File: config.mk
export PLATFORM = sky130hd
export DESIGN_NAME = gold_seed_scheduler_flat
export DESIGN_NICKNAME = d
export VERILOG_FILES = /design/src/rtl/gold_ctrl_pkg.sv /design/src/rtl/axistream_if.sv /design/src/rtl/gold_rr_arbiter.sv /design/src/rtl/gold_seed_scheduler.sv /design/src/flat_wrapper.sv
export SDC_FILE = /design/constraint.sdc
export NUM_CORES = 1
export LEC_CHECK = 0
export CAP_MARGIN = 20
export CORE_UTILIZATION = 53
export CTS_BUF_LIST = sky130_fd_sc_hd__clkbuf_8
export DETAILED_ROUTE_END_ITERATION = 7
export PLACE_DENSITY = 0.86
export SLEW_MARGIN = 20
export SYNTH_ARGS = -nofsm -noshare
export SYNTH_HDL_FRONTEND = slang
export SYNTH_SLANG_ARGS = --single-unit
export TNS_END_PERCENT = 20
File: constraint.sdc
create_clock -name clkin -period 5.98 [get_ports clkin]
set_input_delay 0.897 -clock clkin [delete_from_list [all_inputs] [get_ports clkin]]
set_output_delay 0.897 -clock clkin [all_outputs]
set_load 0.02 [all_outputs]
File: src/rtl/gold_ctrl_pkg.sv
// gold_ctrl_pkg: shared FSM state type and default sizing for the Gold seed scheduler.
package gold_ctrl_pkg;
  localparam int DEF_N = 63;
  localparam int DEF_LENGTH = $clog2(DEF_N);
  localparam int DEF_NREQ = 4;
  typedef enum logic [1:0] {ST_IDLE, ST_LOAD, ST_RUN, ST_DONE} state_t;
endpackage

File: src/rtl/axistream_if.sv
// axistream_if: minimal AXI-stream bundle carrying a seed pair (tdata = seed2, tuser = seed1).
interface axistream_if #(parameter int DW = 6, parameter int UW = 6) ();
  logic tvalid;
  logic tready;
  logic [DW-1:0] tdata;
  logic [UW-1:0] tuser;
  modport master (output tvalid, output tdata, output tuser, input tready);
  modport slave (input tvalid, input tdata, input tuser, output tready);
endinterface

File: src/rtl/gold_rr_arbiter.sv
// gold_rr_arbiter: round-robin search starting after the last advanced winner.
module gold_rr_arbiter #(
  parameter int NREQ = 4
) (
  input  logic            clkin,
  input  logic            rstn,
  input  logic [NREQ-1:0] req,
  input  logic            adv,
  output logic [NREQ-1:0] win,
  output logic            any
);
  localparam int IW = NREQ > 1 ? $clog2(NREQ) : 1;
  logic [IW-1:0] ptr, nxt;
  always_comb begin
    win = '0;
    any = 1'b0;
    nxt = ptr;
    for (int i = 0; i < NREQ; i++)
      if (!any && req[(int'(ptr) + i) % NREQ]) begin
        win[(int'(ptr) + i) % NREQ] = 1'b1;
        nxt = IW'((int'(ptr) + i + 1) % NREQ);
        any = 1'b1;
      end
  end
  always_ff @(posedge clkin or negedge rstn)
    if (!rstn) ptr <= '0;
    else if (adv) ptr <= nxt;
endmodule

File: src/rtl/gold_seed_scheduler.sv
// gold_seed_scheduler: grants the Gold generator to one channel per code period and forwards its chips.
module gold_seed_scheduler
  import gold_ctrl_pkg::*;
#(
  parameter int N = DEF_N,
  parameter int LENGTH = $clog2(N),
  parameter int NREQ = DEF_NREQ
) (
  input  logic                         clkin,
  input  logic                         rstn,
  input  logic [NREQ-1:0]              req_i,
  input  logic [NREQ-1:0][LENGTH-1:0]  seed1_i,
  input  logic [NREQ-1:0][LENGTH-1:0]  seed2_i,
  axistream_if.master                  m_axis,
  input  logic                         strobe_sig_i,
  input  logic                         code_gold_i,
  output logic [NREQ-1:0]              grant_o,
  output logic                         chip_o,
  output logic                         chip_valid_o,
  output logic [(NREQ > 1 ? $clog2(NREQ) : 1)-1:0] chip_ch_o,
  output logic [NREQ-1:0]              done_o,
  output logic [NREQ-1:0]              seed_err_o
);
  localparam int IW = NREQ > 1 ? $clog2(NREQ) : 1;
  localparam int CW = $clog2(N + 1);
  state_t st;
  logic [CW-1:0] cnt;
  logic [IW-1:0] own, win_idx;
  logic [NREQ-1:0] win_oh;
  logic any, bad, lost;
  gold_rr_arbiter #(.NREQ(NREQ)) u_arb (
    .clkin(clkin),
    .rstn(rstn),
    .req(req_i),
    .adv(st == ST_IDLE && any),
    .win(win_oh),
    .any(any)
  );
  always_comb begin
    win_idx = '0;
    for (int i = 0; i < NREQ; i++)
      if (win_oh[i]) win_idx = IW'(i);
  end
  assign bad = seed1_i[win_idx] == '0 || seed2_i[win_idx] == '0;
  assign lost = ~|(req_i & grant_o);
  always_ff @(posedge clkin or negedge rstn)
    if (!rstn) begin
      st <= ST_IDLE;
      cnt <= '0;
      own <= '0;
      m_axis.tvalid <= 1'b0;
      m_axis.tdata <= '0;
      m_axis.tuser <= '0;
      grant_o <= '0;
      chip_o <= 1'b0;
      chip_valid_o <= 1'b0;
      chip_ch_o <= '0;
      done_o <= '0;
      seed_err_o <= '0;
    end else begin
      chip_valid_o <= 1'b0;
      done_o <= '0;
      seed_err_o <= '0;
      case (st)
        ST_IDLE:
          if (any && bad) seed_err_o <= win_oh;
          else if (any) begin
            st <= ST_LOAD;
            own <= win_idx;
            grant_o <= win_oh;
            m_axis.tvalid <= 1'b1;
            m_axis.tdata <= seed2_i[win_idx];
            m_axis.tuser <= seed1_i[win_idx];
          end
        ST_LOAD, ST_RUN:
          if (lost) begin
            st <= ST_DONE;
            cnt <= '0;
            grant_o <= '0;
            m_axis.tvalid <= 1'b0;
          end else if (st == ST_LOAD) begin
            if (m_axis.tready) st <= ST_RUN;
          end else if (strobe_sig_i) begin
            chip_o <= code_gold_i;
            chip_valid_o <= 1'b1;
            chip_ch_o <= own;
            cnt <= cnt == CW'(N - 1) ? '0 : cnt + 1'b1;
            if (cnt == CW'(N - 1)) begin
              st <= ST_DONE;
              done_o <= grant_o;
              grant_o <= '0;
              m_axis.tvalid <= 1'b0;
            end
          end
        default: st <= ST_IDLE;
      endcase
    end
endmodule

File: src/flat_wrapper.sv
// flat-port wrapper written by rule: the top's interface ports become plain ports
module gold_seed_scheduler_flat import gold_ctrl_pkg::*;
#(
  parameter int N = DEF_N,
  parameter int LENGTH = $clog2(N),
  parameter int NREQ = DEF_NREQ
)
  (clkin, rstn, req_i, seed1_i, seed2_i, strobe_sig_i, code_gold_i, grant_o, chip_o, chip_valid_o, chip_ch_o, done_o, seed_err_o, m_axis_tvalid, m_axis_tdata, m_axis_tuser, m_axis_tready);
  axistream_if #(.DW((6)), .UW((6))) m_axis_i ();
  input  logic clkin;
  input  logic rstn;
  input  logic [NREQ-1:0] req_i;
  input  logic [NREQ-1:0][LENGTH-1:0] seed1_i;
  input  logic [NREQ-1:0][LENGTH-1:0] seed2_i;
  input  logic strobe_sig_i;
  input  logic code_gold_i;
  output logic [NREQ-1:0] grant_o;
  output logic chip_o;
  output logic chip_valid_o;
  output logic [(NREQ > 1 ? $clog2(NREQ) : 1)-1:0] chip_ch_o;
  output logic [NREQ-1:0] done_o;
  output logic [NREQ-1:0] seed_err_o;
  output wire logic [$bits(m_axis_i.tvalid)-1:0] m_axis_tvalid;
  output wire logic [$bits(m_axis_i.tdata)-1:0] m_axis_tdata;
  output wire logic [$bits(m_axis_i.tuser)-1:0] m_axis_tuser;
  input wire logic [$bits(m_axis_i.tready)-1:0] m_axis_tready;
  assign m_axis_tvalid = m_axis_i.tvalid;
  assign m_axis_tdata = m_axis_i.tdata;
  assign m_axis_tuser = m_axis_i.tuser;
  assign m_axis_i.tready = m_axis_tready;
  gold_seed_scheduler #(.N(N), .LENGTH(LENGTH), .NREQ(NREQ)) u_core (.clkin(clkin), .rstn(rstn), .req_i(req_i), .seed1_i(seed1_i), .seed2_i(seed2_i), .m_axis(m_axis_i), .strobe_sig_i(strobe_sig_i), .code_gold_i(code_gold_i), .grant_o(grant_o), .chip_o(chip_o), .chip_valid_o(chip_valid_o), .chip_ch_o(chip_ch_o), .done_o(done_o), .seed_err_o(seed_err_o));
endmodule
==> metrics.txt <==
Final setup viols 0; count of antenna diodes in the layout 0; fraction of the cycle the final worst path needs 84.08%; Overflow after GRT 0; Synth cell types 60; number of warnings issued by yosys 0; fraction of synthesis flops using an asynchronous set or reset pin 100.0%; drt total wl 7820 um; number of nets in the layout 455; antenna violations before repair 0; main area contributors after synthesis sky130_fd_sc_hd__dfrtp_1 (35%), sky130_fd_sc_hd__ha_1 (5.2%), sky130_fd_sc_hd__nand2_1 (5.2%), sky130_fd_sc_hd__mux2i_1 (3.8%), sky130_fd_sc_hd__mux2_2 (3.5%); design internal power 1082 uW; maximum fanout along the worst path 17; Post-synth EDFFs 0; setup repair after global routing missed its margin no; highest attainable clock frequency 0.1989 GHz; startpoint type of the worst setup path flop; routed via count 2704; worst min-delay path class flop to flop; part of the Yosys area used for sequential elements 35.30%; Top FF cell, synth sky130_fd_sc_hd__dfrtp_1; slew margin rel. 39.88%; RD Place Congestion 0.9348; deepest clock path buffer count 2; Flop pwr share 22.8%; number of fill cells in the layout 403; Die ar. 5784 um2; clock root buffer sky130_fd_sc_hd__clkbuf_8; number of global-route vias before repair 2561; Top Family by Delay on Critical Path compound AO/OA/AOI/OAI gates; die width 76.06 um; Buffers on Ports 85; critical path data required time 6.16 ns; power dissipated by switching net loads 1024 uW; synthesized area per cell 9.437 um2; count of placed standard cells including taps 449; total count of max-transition violations in the final report 0; static leakage 0.001598 uW; switching share of total power 48.64%; worst setup path category flop to flop; initial DRC count 138; number of remaining DRC errors 0; part of the power in combinational logic 68.4%; top-level port count 86; area overhead of the layout relative to synthesis 31.90%; die extent in y 76.06 um; non-filler instance count after layout 456; dominant cell type by area after synthesis sky130_fd_sc_hd__dfrtp_1; average routed wire per standard cell 17.15 um; Worst setup EP type flop; Final Hold Fails 0; most frequent cells in the layout sky130_fd_sc_hd__clkdlybuf4s50_1 (84), sky130_fd_sc_hd__dfrtp_1 (41), sky130_fd_sc_hd__nand2_1 (40); Largest stage delay, worst path 0.72 ns; maximum number of pins on one net before global-route repair 42; status finished clean; wire length of the first global-routing pass 12810 um; PD cells 549.4 nW/um2; area share of the largest cell type after synthesis 35.30%; clock network fraction of design power 8.8%; fraction of final layout cells with drive strength greater than 1 8.549%; post-place setup slack 0.6625 ns; CTS tree yes; Period minus WS final 5.028 ns; crit path cell chain inv_1 > ha_1 > mux4_2 > a21oi_1 > o2bb2ai_1 > nand2_1 > o41ai_1 > or4_1 > o22a_1 > nand3_2 > mux2_1; total global-route track usage 28.10%; skew final 0.01187 ns; buffering stage count on the worst path with inverters included 1; total of hold buffers inserted after clock tree synthesis 0; initial core utilization 55.84%; count of maximum capacitance violations 0; clock-pin slew on the worst setup and hold paths 0.07 ns; number of levels the H-tree was split into 2; Cell Area, Synth 2907 um2; Net Count, Synth 377; final setup TNS 0 ns; CTS buffer count 5; # resized after CTS 0; worst skew pair latency 0.30 ns; setup fix buffers added after clock tree synthesis 0; Tightest Pin Transition 0.9018 ns; Rows 26; minimum setup slack in the final design 0.9521 ns; combined flip-flop and latch cell area 1026 um2; number of nets with antenna violations after routing 0; #FFs+latches synth 41; Mapped Cells 308; leading cell type in the layout, fill and taps excluded sky130_fd_sc_hd__clkdlybuf4s50_1; drt first pass iters 4; Crit path arrival time 5.21 ns; Peak VDD IR 0.2872 mV; post-detailed-route via-to-cell ratio 5.930; multi-input combinational cell area 1735 um2; slowest stage cell, crit path sky130_fd_sc_hd__dfrtp_1; # clock sinks 41; detailed-placement wirelength estimate 5830 um; Floorplan Core Area 5205 um2
[stage by stage]
step | instance area (um2) | utilization [%] | power [uW] | hold slack, ns
detailed placement | 3744 | 71.92 | 1907 | 0.4728
floorplan | 2907 | - | 1527 | 0.4348
CTS | 3834 | 73.65 | 2095 | 0.4896
global placement | 3744 | 71.92 | 1875 | 0.4632
global route | 3834 | 73.65 | 2251 | 0.5087
finish | 3834 | 73.65 | 2106 | 0.4885
[cells in the mapped netlist, types with 4 or more instances]
master,n
sky130_fd_sc_hd__nor2_1,22
sky130_fd_sc_hd__nor3_1,4
sky130_fd_sc_hd__nand2_1,40
sky130_fd_sc_hd__clkbuf_1,4
sky130_fd_sc_hd__buf_6,5
sky130_fd_sc_hd__nand4_1,6
sky130_fd_sc_hd__dfrtp_1,41
sky130_fd_sc_hd__inv_1,13
sky130_fd_sc_hd__mux2i_1,11
sky130_fd_sc_hd__a221oi_1,4
sky130_fd_sc_hd__ha_1,12
sky130_fd_sc_hd__o21ai_2,4
sky130_fd_sc_hd__mux2_2,9
sky130_fd_sc_hd__o211ai_1,4
sky130_fd_sc_hd__and3_1,6
sky130_fd_sc_hd__o21ai_1,5
sky130_fd_sc_hd__o21ai_0,19
sky130_fd_sc_hd__mux2_1,7
sky130_fd_sc_hd__and2_1,9
sky130_fd_sc_hd__a21oi_1,7
sky130_fd_sc_hd__buf_2,5
sky130_fd_sc_hd__nand3_1,10
[final cells by class]
| cell class | instances | share of cell area [%] |
|---|---|---|
| inverter | 13 | 1.273 |
| clock inverter | 1 | 0.1958 |
| timing repair buffer | 85 | 22.06 |
| sequential | 41 | 26.76 |
| multi-input combinational | 240 | 45.27 |
| tap | 70 | 2.285 |
| clock buffer | 6 | 2.154 |
[cell families (layout without fill, tap and decap cells)]
| kind of cell | Yosys count | in the layout | share of synthesized area (%) |
|---|---|---|---|
| mux | 31 | 31 | 13.09 |
| buf+inv | 27 | 105 | 4.993 |
| flops | 41 | 41 | 35.30 |
| simple gates | 116 | 116 | 19.72 |
| compound gates | 78 | 78 | 20.84 |
| xor+xnor | 3 | 3 | 0.9042 |
| fa+ha+maj | 12 | 12 | 5.166 |
[final timing paths]
| kind | startpoint | end | slack [ns] | depth (start not counted) |
|---|---|---|---|---|
| worst max-delay path | u_core.u_arb.ptr[0]$_DFFE_PN0P_ | u_core.m_axis.tdata[3]$_DFFE_PN0P_ | 0.95 | 11 |
| worst min-delay path | u_core.chip_ch_o[1]$_DFFE_PN0P_ | u_core.chip_ch_o[1]$_DFFE_PN0P_ | 0.49 | 2 |
| worst max register to register | u_core.u_arb.ptr[0]$_DFFE_PN0P_ | u_core.m_axis.tdata[3]$_DFFE_PN0P_ | 0.95 | 11 |
| worst min register to register | u_core.chip_ch_o[1]$_DFFE_PN0P_ | u_core.chip_ch_o[1]$_DFFE_PN0P_ | 0.49 | 2 |
| max in group asynchronous | rstn | u_core.u_arb.ptr[0]$_DFFE_PN0P_ | 4.70 | 1 |
| min in group asynchronous | rstn | u_core.own[1]$_DFFE_PN0P_ | 0.72 | 1 |
[registers in the layout, summed over array words and instances (netlist names)]
name / flops
u_core.cnt: 6
u_core.m_axis.tdata: 6
u_core.m_axis.tuser: 6
u_core.done_o: 4
u_core.grant_o: 4
u_core.seed_err_o: 4
u_core.chip_ch_o: 2
u_core.own: 2
u_core.st: 2
u_core.u_arb.ptr: 2
u_core.chip_o: 1
u_core.chip_valid_o: 1
u_core.m_axis.tvalid: 1
[metal layers]
layer	vias to the layer above	GRT usage (%)	part of all wire (%)
met2	139	44.91	46
met3	12	7.305	9.1
met1	1268	37.52	43
met5	-	0	0
met4	0	8.654	1.6
li1	1285	-	-
[tightest hold or removal path, stage by stage (launching register included)]
cell and delay, ns:
sky130_fd_sc_hd__dfrtp_1 0.35, sky130_fd_sc_hd__nand2_1 0.05, sky130_fd_sc_hd__nand2_1 0.05
[power groups by stage]
stage | clock [uW] | sequential (uW) | combinational [uW]
2_1_floorplan | 0 | 531 | 996
3_3_place_gp | 0 | 480 | 1400
3_5_place_dp | 0 | 483 | 1420
4_1_cts | 187 | 479 | 1430
5_1_grt | 200 | 495 | 1560
6_report | 186 | 480 | 1440
Note: power is estimated with default switching activity, not from simulation.
